`src/rtl/map_scaler_pipe.sv`:
```
`timescale 1ns/1ps
// Raster-to-map address generator: sub-pixel step counters with optional 2x zoom and a
// per-frame latched pan window. Two register stages, vid_addr/addr_valid 2 clk after inputs.
module map_scaler_pipe #(
  parameter int unsigned PIX_BITS   = 12,
  parameter int unsigned MAP_W_BITS = 7,
  parameter int unsigned MAP_H_BITS = 7,
  parameter int unsigned SCALE_X    = 8,
  parameter int unsigned SCALE_Y    = 6
) (
  input  logic                           clk,
  input  logic                           reset,
  input  logic [PIX_BITS-1:0]            pixel_row,
  input  logic [PIX_BITS-1:0]            pixel_column,
  input  logic                           video_on,
  input  logic                           zoom,
  input  logic [MAP_W_BITS-1:0]          pan_x,
  input  logic [MAP_H_BITS-1:0]          pan_y,
  output logic [MAP_W_BITS+MAP_H_BITS-1:0] vid_addr,
  output logic                           addr_valid
);

  localparam int unsigned SUBX_W = $clog2(2 * SCALE_X);
  localparam int unsigned SUBY_W = $clog2(2 * SCALE_Y);
  localparam logic [SUBX_W-1:0] SX_LAST_Z0 = SUBX_W'(SCALE_X - 1);
  localparam logic [SUBX_W-1:0] SX_LAST_Z1 = SUBX_W'(2 * SCALE_X - 1);
  localparam logic [SUBY_W-1:0] SY_LAST_Z0 = SUBY_W'(SCALE_Y - 1);
  localparam logic [SUBY_W-1:0] SY_LAST_Z1 = SUBY_W'(2 * SCALE_Y - 1);

  // Stage 1: registered inputs plus the previous registered coordinates for change detection
  logic [PIX_BITS-1:0]   row_q, col_q, row_prev_q, col_prev_q;
  logic                  von_q, zoom_q;
  logic [MAP_W_BITS-1:0] pan_x_q;
  logic [MAP_H_BITS-1:0] pan_y_q;

  always_ff @(posedge clk or posedge reset) begin
    if (reset) begin
      row_q      <= '0;
      col_q      <= '0;
      row_prev_q <= '0;
      col_prev_q <= '0;
      von_q      <= 1'b0;
      zoom_q     <= 1'b0;
      pan_x_q    <= '0;
      pan_y_q    <= '0;
    end else begin
      row_q      <= pixel_row;
      col_q      <= pixel_column;
      row_prev_q <= row_q;
      col_prev_q <= col_q;
      von_q      <= video_on;
      zoom_q     <= zoom;
      pan_x_q    <= pan_x;
      pan_y_q    <= pan_y;
    end
  end

  logic col_step, row_step, line_start, frame_start;

  always_comb begin
    col_step    = von_q && (col_q != col_prev_q);
    row_step    = (row_q != row_prev_q);
    line_start  = (col_q == '0);
    frame_start = line_start && (row_q == '0);
  end

  // Stage 2: step counters, per-frame shadow of zoom/pan, registered outputs
  logic [SUBX_W-1:0]     col_sub_q, col_sub_d;
  logic [SUBY_W-1:0]     row_sub_q, row_sub_d;
  logic [MAP_W_BITS-1:0] col_cnt_q, col_cnt_d;
  logic [MAP_H_BITS-1:0] row_cnt_q, row_cnt_d;
  logic                  zoom_s_q, zoom_s_d;
  logic [MAP_W_BITS-1:0] pan_x_s_q, pan_x_s_d;
  logic [MAP_H_BITS-1:0] pan_y_s_q, pan_y_s_d;
  logic [MAP_W_BITS+MAP_H_BITS-1:0] vid_addr_q, vid_addr_d;
  logic                  valid_q, valid_d;

  logic [SUBX_W-1:0]     sx_last;
  logic [SUBY_W-1:0]     sy_last;
  logic [MAP_W_BITS-1:0] map_col;
  logic [MAP_H_BITS-1:0] map_row;

  always_comb begin
    zoom_s_d   = zoom_s_q;
    pan_x_s_d  = pan_x_s_q;
    pan_y_s_d  = pan_y_s_q;
    col_sub_d  = col_sub_q;
    col_cnt_d  = col_cnt_q;
    row_sub_d  = row_sub_q;
    row_cnt_d  = row_cnt_q;
    sx_last    = zoom_s_q ? SX_LAST_Z1 : SX_LAST_Z0;
    sy_last    = zoom_s_q ? SY_LAST_Z1 : SY_LAST_Z0;

    if (frame_start) begin
      zoom_s_d  = zoom_q;
      pan_x_s_d = pan_x_q;
      pan_y_s_d = pan_y_q;
    end

    if (line_start) begin
      col_sub_d = '0;
      col_cnt_d = '0;
    end else if (col_step) begin
      if (col_sub_q == sx_last) begin
        col_sub_d = '0;
        col_cnt_d = col_cnt_q + MAP_W_BITS'(1);
      end else begin
        col_sub_d = col_sub_q + SUBX_W'(1);
      end
    end

    if (frame_start) begin
      row_sub_d = '0;
      row_cnt_d = '0;
    end else if (row_step) begin
      if (row_sub_q == sy_last) begin
        row_sub_d = '0;
        row_cnt_d = row_cnt_q + MAP_H_BITS'(1);
      end else begin
        row_sub_d = row_sub_q + SUBY_W'(1);
      end
    end

    // Uses the shadow values being loaded this cycle so the frame-start pixel already sees the new window
    map_col    = (zoom_s_d ? pan_x_s_d : '0) + col_cnt_d;
    map_row    = (zoom_s_d ? pan_y_s_d : '0) + row_cnt_d;
    valid_d    = von_q;
    vid_addr_d = von_q ? {map_row, map_col} : vid_addr_q;
  end

  always_ff @(posedge clk or posedge reset) begin
    if (reset) begin
      col_sub_q  <= '0;
      col_cnt_q  <= '0;
      row_sub_q  <= '0;
      row_cnt_q  <= '0;
      zoom_s_q   <= 1'b0;
      pan_x_s_q  <= '0;
      pan_y_s_q  <= '0;
      vid_addr_q <= '0;
      valid_q    <= 1'b0;
    end else begin
      col_sub_q  <= col_sub_d;
      col_cnt_q  <= col_cnt_d;
      row_sub_q  <= row_sub_d;
      row_cnt_q  <= row_cnt_d;
      zoom_s_q   <= zoom_s_d;
      pan_x_s_q  <= pan_x_s_d;
      pan_y_s_q  <= pan_y_s_d;
      vid_addr_q <= vid_addr_d;
      valid_q    <= valid_d;
    end
  end

  assign vid_addr   = vid_addr_q;
  assign addr_valid = valid_q;

endmodule

```
`config.mk`:
```
export PLATFORM = sky130hd
export DESIGN_NAME = map_scaler_pipe
export DESIGN_NICKNAME = d
export VERILOG_FILES = /design/src/rtl/map_scaler_pipe.sv
export SDC_FILE = /design/constraint.sdc
export NUM_CORES = 1
export LEC_CHECK = 0
export CORE_MARGIN = 10
export CORE_UTILIZATION = 55
export CTS_CLUSTER_DIAMETER = 150
export CTS_CLUSTER_SIZE = 24
export DETAILED_ROUTE_END_ITERATION = 10
export GPL_TIMING_DRIVEN = 0
export PLACE_DENSITY_LB_ADDON = 0.05
export SYNTH_ARGS = -nofsm -noshare
export SYNTH_HDL_FRONTEND = slang
export SYNTH_SLANG_ARGS = --single-unit
```
`constraint.sdc`:
```
create_clock -name clk -period 5.9 [get_ports clk]
set_clock_uncertainty 0.1 [all_clocks]
set_input_delay 1.475 -clock clk [delete_from_list [all_inputs] [get_ports clk]]
set_output_delay 1.475 -clock clk [all_outputs]
set_load 0.005 [all_outputs]
```
# After elaboration in Yosys (flattened, before gate mapping)
# Index checks and enable logic that the tools add are counted.
dict set report word_totals {
  regBits 116
  input_bits 42
}
dict set report op_classes {
  add_sub_neg 6
  n_eq_ne 4
  mux 19
  n_reduce_logical 6
}
# operator count
set op_table {}
lappend op_table {{7-bit 2-to-1 mux} 10}
lappend op_table {{4-bit 2-to-1 mux} 8}
lappend op_table {{12-bit logical NOT} 2}
lappend op_table {{12-bit != test} 2}
lappend op_table {{7-bit by 1-bit adder with 7-bit output (second input constant)} 2}
lappend op_table {{7-bit adder} 2}
lappend op_table {{4-bit by 1-bit adder with 4-bit output (second input constant)} 2}
lappend op_table {{4-bit equality test} 2}
lappend op_table {{2-bit nonzero test} 2}
lappend op_table {{1-bit logical AND} 2}
lappend op_table {{1-bit 2-to-1 mux} 1}

# Longest topological paths before layout
dict set report logic_depth {
  ltp_word 6
  ltp_mapped 16
  mapped_depth_nobuf 14
}

# Worst setup path after synthesis
# OpenSTA, ideal clock, no wires.
dict set report synth_path {
  kind {register -> register}
  startpoint {register col_q[2]}
  endpoint {register vid_addr_q[6], in the netlist vid_addr[6]}
  arrival_time_ns 3.580
  t_required_ns 5.659
  setup_slack_ns 2.079
  stages_incl_launch_ff 14
  synth_period_minus_slack_ns 3.821
  path_cell_list {dfrtp_1 > nor4_1 > nand3_1 > nor2_2 > buf_2 > mux2_2 > nor2b_1 > fa_1 > a21o_1 > a2111o_1 > or3_1 > o211ai_1 > or2_2 > o311ai_1}
}
dict set report synth_between {
  elab_chain_len 5
}
# item line_no
set synth_rtl {}
lappend synth_rtl {{from (decl)} 31} ;# logic [PIX_BITS-1:0] row_q, col_q, row_prev_q, col_prev_q;
lappend synth_rtl {{from (signal assigned)} 48} ;# col_q <= pixel_column;
lappend synth_rtl {{12-bit logical NOT} 63} ;# line_start = (col_q == '0);
lappend synth_rtl {{1-bit logical AND} 64} ;# frame_start = line_start && (row_q == '0);
lappend synth_rtl {{7-bit 2-to-1 mux} 94} ;# if (frame_start) begin
lappend synth_rtl {{named net pan_x_s_d[1]} 73} ;# logic [MAP_W_BITS-1:0] pan_x_s_q, pan_x_s_d;
lappend synth_rtl {{7-bit 2-to-1 mux} 125} ;# map_col = (zoom_s_d ? pan_x_s_d : '0) + col_cnt_d;
lappend synth_rtl {{7-bit adder} 125}
lappend synth_rtl {{to (signal assigned)} 150} ;# vid_addr_q <= vid_addr_d;
lappend synth_rtl {{to (decl)} 75} ;# logic [MAP_W_BITS+MAP_H_BITS-1:0] vid_addr_q, vid_addr_d;
# The timed path passes the listed nets, and every way through them passes these cells.
# A chain may end at the register's enable or synchronous reset.

# Worst setup path after layout
dict set report layout_path {
  startpoint {register row_q[1]}
  endpoint {register vid_addr_q[6], in the netlist vid_addr[6]}
}
dict set report layout_between {
  elab_chain_len 5
}
# item line_no
set layout_rtl {}
lappend layout_rtl {{from (decl)} 31}
lappend layout_rtl {{from (signal assigned)} 47} ;# row_q <= pixel_row;
lappend layout_rtl {{12-bit logical NOT (*)} 64}
lappend layout_rtl {{1-bit logical AND (*)} 64}
lappend layout_rtl {{7-bit 2-to-1 mux or 1-bit 2-to-1 mux (tied branches)} 94}
lappend layout_rtl {{7-bit 2-to-1 mux (*)} 125}
lappend layout_rtl {{7-bit adder (*)} 125}
# Every way passes the cells marked *; elsewhere a longest branch is shown, timed or not.

==> flow_metrics.env <==
export IMPL_finalWeightedCongestion=0.755
export IMPL_ys_top_cells_by_count="116 x dfrtp_1, 39 x xnor2_1, 23 x nand2_1, 23 x nor2_1, 19 x mux2_2"
export IMPL_worstSetupEndpointType="flop"
export IMPL_rsz0062_at_grt="false"
export IMPL_boundaryPins=57
export IMPL_dieArea_um2=13000
export IMPL_crit_chain="nor4_1, nand3_1, nor2_2, mux2i_1, clkbuf_1, nor2b_1, fa_1, a21o_1, a2111o_1, or3_1, o211ai_1, or2_2, o311ai_1"
export IMPL_ys_warn_count=0
export IMPL_drive_above_1_share=0.141
export IMPL_syn_cell_area_um2=4870
export IMPL_max_vdd_ir_drop_v=0.000237
export IMPL_layoutNonFillerInstCount=583
export IMPL_vias=3125
export IMPL_maxCapViolCount=0
export IMPL_place_hpwl_um=6660
export IMPL_drt_first_pass_iters=4
export IMPL_status="finished, final reports clean"
export IMPL_synth_edf_count=0
export IMPL_post_route_min_period_ns=4.69
export IMPL_synth_area_top_cells="dfrtp_1 60%, xnor2_1 7.0%, mux2_2 4.4%, ha_1 4.1%, nand2_1 1.8%"
export IMPL_p_leak_nw=2.77
export IMPL_drt_iter0_drc=106
export IMPL_initial_core_util=0.561
export IMPL_grt_max_degree=71
export IMPL_diodes=0
export IMPL_async_flop_share=1.00
export IMPL_post_cts_repair_setup_buffers=0
export IMPL_syn_nets=446
export IMPL_whs_ns=0.277
export IMPL_synth_distinct_cells=47
export IMPL_crit_path_start_kind="flop"
export IMPL_placedCellCount=551
export IMPL_h_tree_depth=4
export IMPL_tightest_slew_ns=0.812
export IMPL_pwr_density_cell_nw_per_um2=378
export IMPL_syn_to_final_growth_pct=27.0
export IMPL_numCtsBuffers=17
export IMPL_timing_critical_path_slowest_cell_delay_ns=0.61
export IMPL_path_max_fanout=10
export IMPL_path_delay_family="simple AND/OR/NAND/NOR gates"
export IMPL_place_ws_ns=1.15
export IMPL_worstSetupPathType="flop to flop"
export IMPL_synth_flop_cell="dfrtp_1"
export IMPL_grt_overflow=0
export IMPL_fp_dieW_um=114
export IMPL_yosysMostFrequentCell="dfrtp_1"
export IMPL_port_buffers=56
export IMPL_wl_um=9490
export IMPL_regToRegSetupSlack_ns=1.21
export IMPL_synth_area_per_cell_um2=12.6
export IMPL_die_h_um=114
export IMPL_finalSetupViolCount=0
export IMPL_cts_sinks=116
export IMPL_hold_class="flop to flop"
export IMPL_maxSlewHeadroom=0.454
export IMPL_drc=0
export IMPL_cts_path_max_buffers=2
export IMPL_fin_nets=522
export IMPL_synth_seq_cells=116
export IMPL_hold_viol_final=0
export IMPL_netlist_instances=386
export IMPL_ctsResizeCount=0
export IMPL_coreArea_um2=8680
export IMPL_timing_fmax_mhz=213
export IMPL_period_share=0.794
export IMPL_ant_nets=0
export IMPL_cts_root_buf="clkbuf_8"
export IMPL_slew_viol_final=0
export IMPL_grt_pass1_vias=3413
export IMPL_wl_per_cell_um=16.3
export IMPL_crit_arrival_ns=4.96
export IMPL_groute_usage_overall=0.157
export IMPL_crit_slowest_cell="nor4_1"
export IMPL_grt_pass1_wl_um=16200
export IMPL_seq_area_frac_synth=0.596
export IMPL_critPathBufInv=1
export IMPL_clkTransAtPathRegs_ns=0.06
export IMPL_setup_tns_ns=0
export IMPL_required_ns=6.18
export IMPL_via_per_inst=5.36
export IMPL_cts_hold_buffers=0
export IMPL_antenna_found_initial=0
export IMPL_synth_top_cell_by_area="dfrtp_1"
export IMPL_rows=34
export IMPL_insertion_delay_ns=0.52
export IMPL_worst_slack_ns=1.21
export IMPL_netlist_area_leader_share=0.596
export IMPL_cts_tree="yes"
[final timing paths]
| check | from | end | cells past startpoint |
|---|---|---|---|
| setup / recovery | row_q[1] | vid_addr[6] | 13 |
| hold / removal | valid_d | addr_valid | 0 |
| setup reg to reg | row_q[1] | vid_addr[6] | 13 |
| hold reg to reg | valid_d | addr_valid | 0 |
| max in group asynchronous | reset | col_cnt_q[1] | 3 |
| min in group asynchronous | reset | col_q[9] | 2 |
[routing by layer]
metal	global-route usage	up-vias	wire (um)
li1	-	1506	-
met1	0.188	1542	4060
met2	0.253	54	4790
met3	0.0456	23	429
met4	0.0760	0	218
met5	0	-	0
[state kept, by name, summed over array words and instances, names as in the netlist]
name,flops
vid_addr,14
col_prev_q,12
col_q,12
row_prev_q,12
row_q,12
col_cnt_q,7
pan_x_q,7
pan_x_s_q,7
pan_y_q,7
pan_y_s_q,7
row_cnt_q,7
col_sub_q,4
row_sub_q,4
addr_valid,1
valid_d,1
zoom_q,1
zoom_s_q,1
[area by class of cell]
class	count	area (um^2)
Clock buffer	19	442
Fill cell	616	2500
Sequential cell	116	2900
Clock inverter	13	148
Inverter	12	47.5
Multi-Input combinational cell	248	1860
Buffer	10	57.6
Timing Repair Buffer	57	588
Tap cell	108	135
[report_power, final]
part / internal, W / switching, W / total [W]
sequential: 0.000887 / 0.0000761 / 0.000963
clock: 0.000628 / 0.000377 / 0.00101
combinational: 0.000202 / 0.000165 / 0.000368
[logic make-up after synthesis]
logic type,synth area share
and+or+nand+nor,0.132
xor gates and xnor gates,0.0810
adders and majority gates,0.0494
AOI/OAI and AO/OA,0.0596
DFF,0.596
buffers and inverters,0.0211
muxes,0.0609
[through the flow]
step / power (W) / utilization / cell area [um^2]
2_1_floorplan: 0.00120 / - / 4870
3_3_place_gp: 0.00132 / 0.641 / 5560
3_5_place_dp: 0.00135 / 0.644 / 5590
4_1_cts: 0.00236 / 0.712 / 6180
5_1_grt: 0.00245 / 0.712 / 6180
6_report: 0.00234 / 0.712 / 6180
[placed cells by master, fill, tap and decap left out, drive strengths merged, types with 2 or more instances in the layout]
cell type	n
clkdlybuf4s50	56
fa	2
nand4	12
a2111oi	2
clkinv	3
nor2	24
mux2i	6
and3	9
or3	3
nand2	23
o31ai	2
nor2b	12
nor4	8
inv	16
buf	4
and2	2
ha	16
or2	2
xor2	6
clkinvlp	4
nand3	8
nor3	6
dfrtp	116
a21oi	14
o21bai	2
or4b	4
o311ai	3
o21ai	5
xnor2	39
mux2	21
a21o	5
bufinv	2
clkbuf	26
o21a	3
Power figures use the tool's default switching activity.
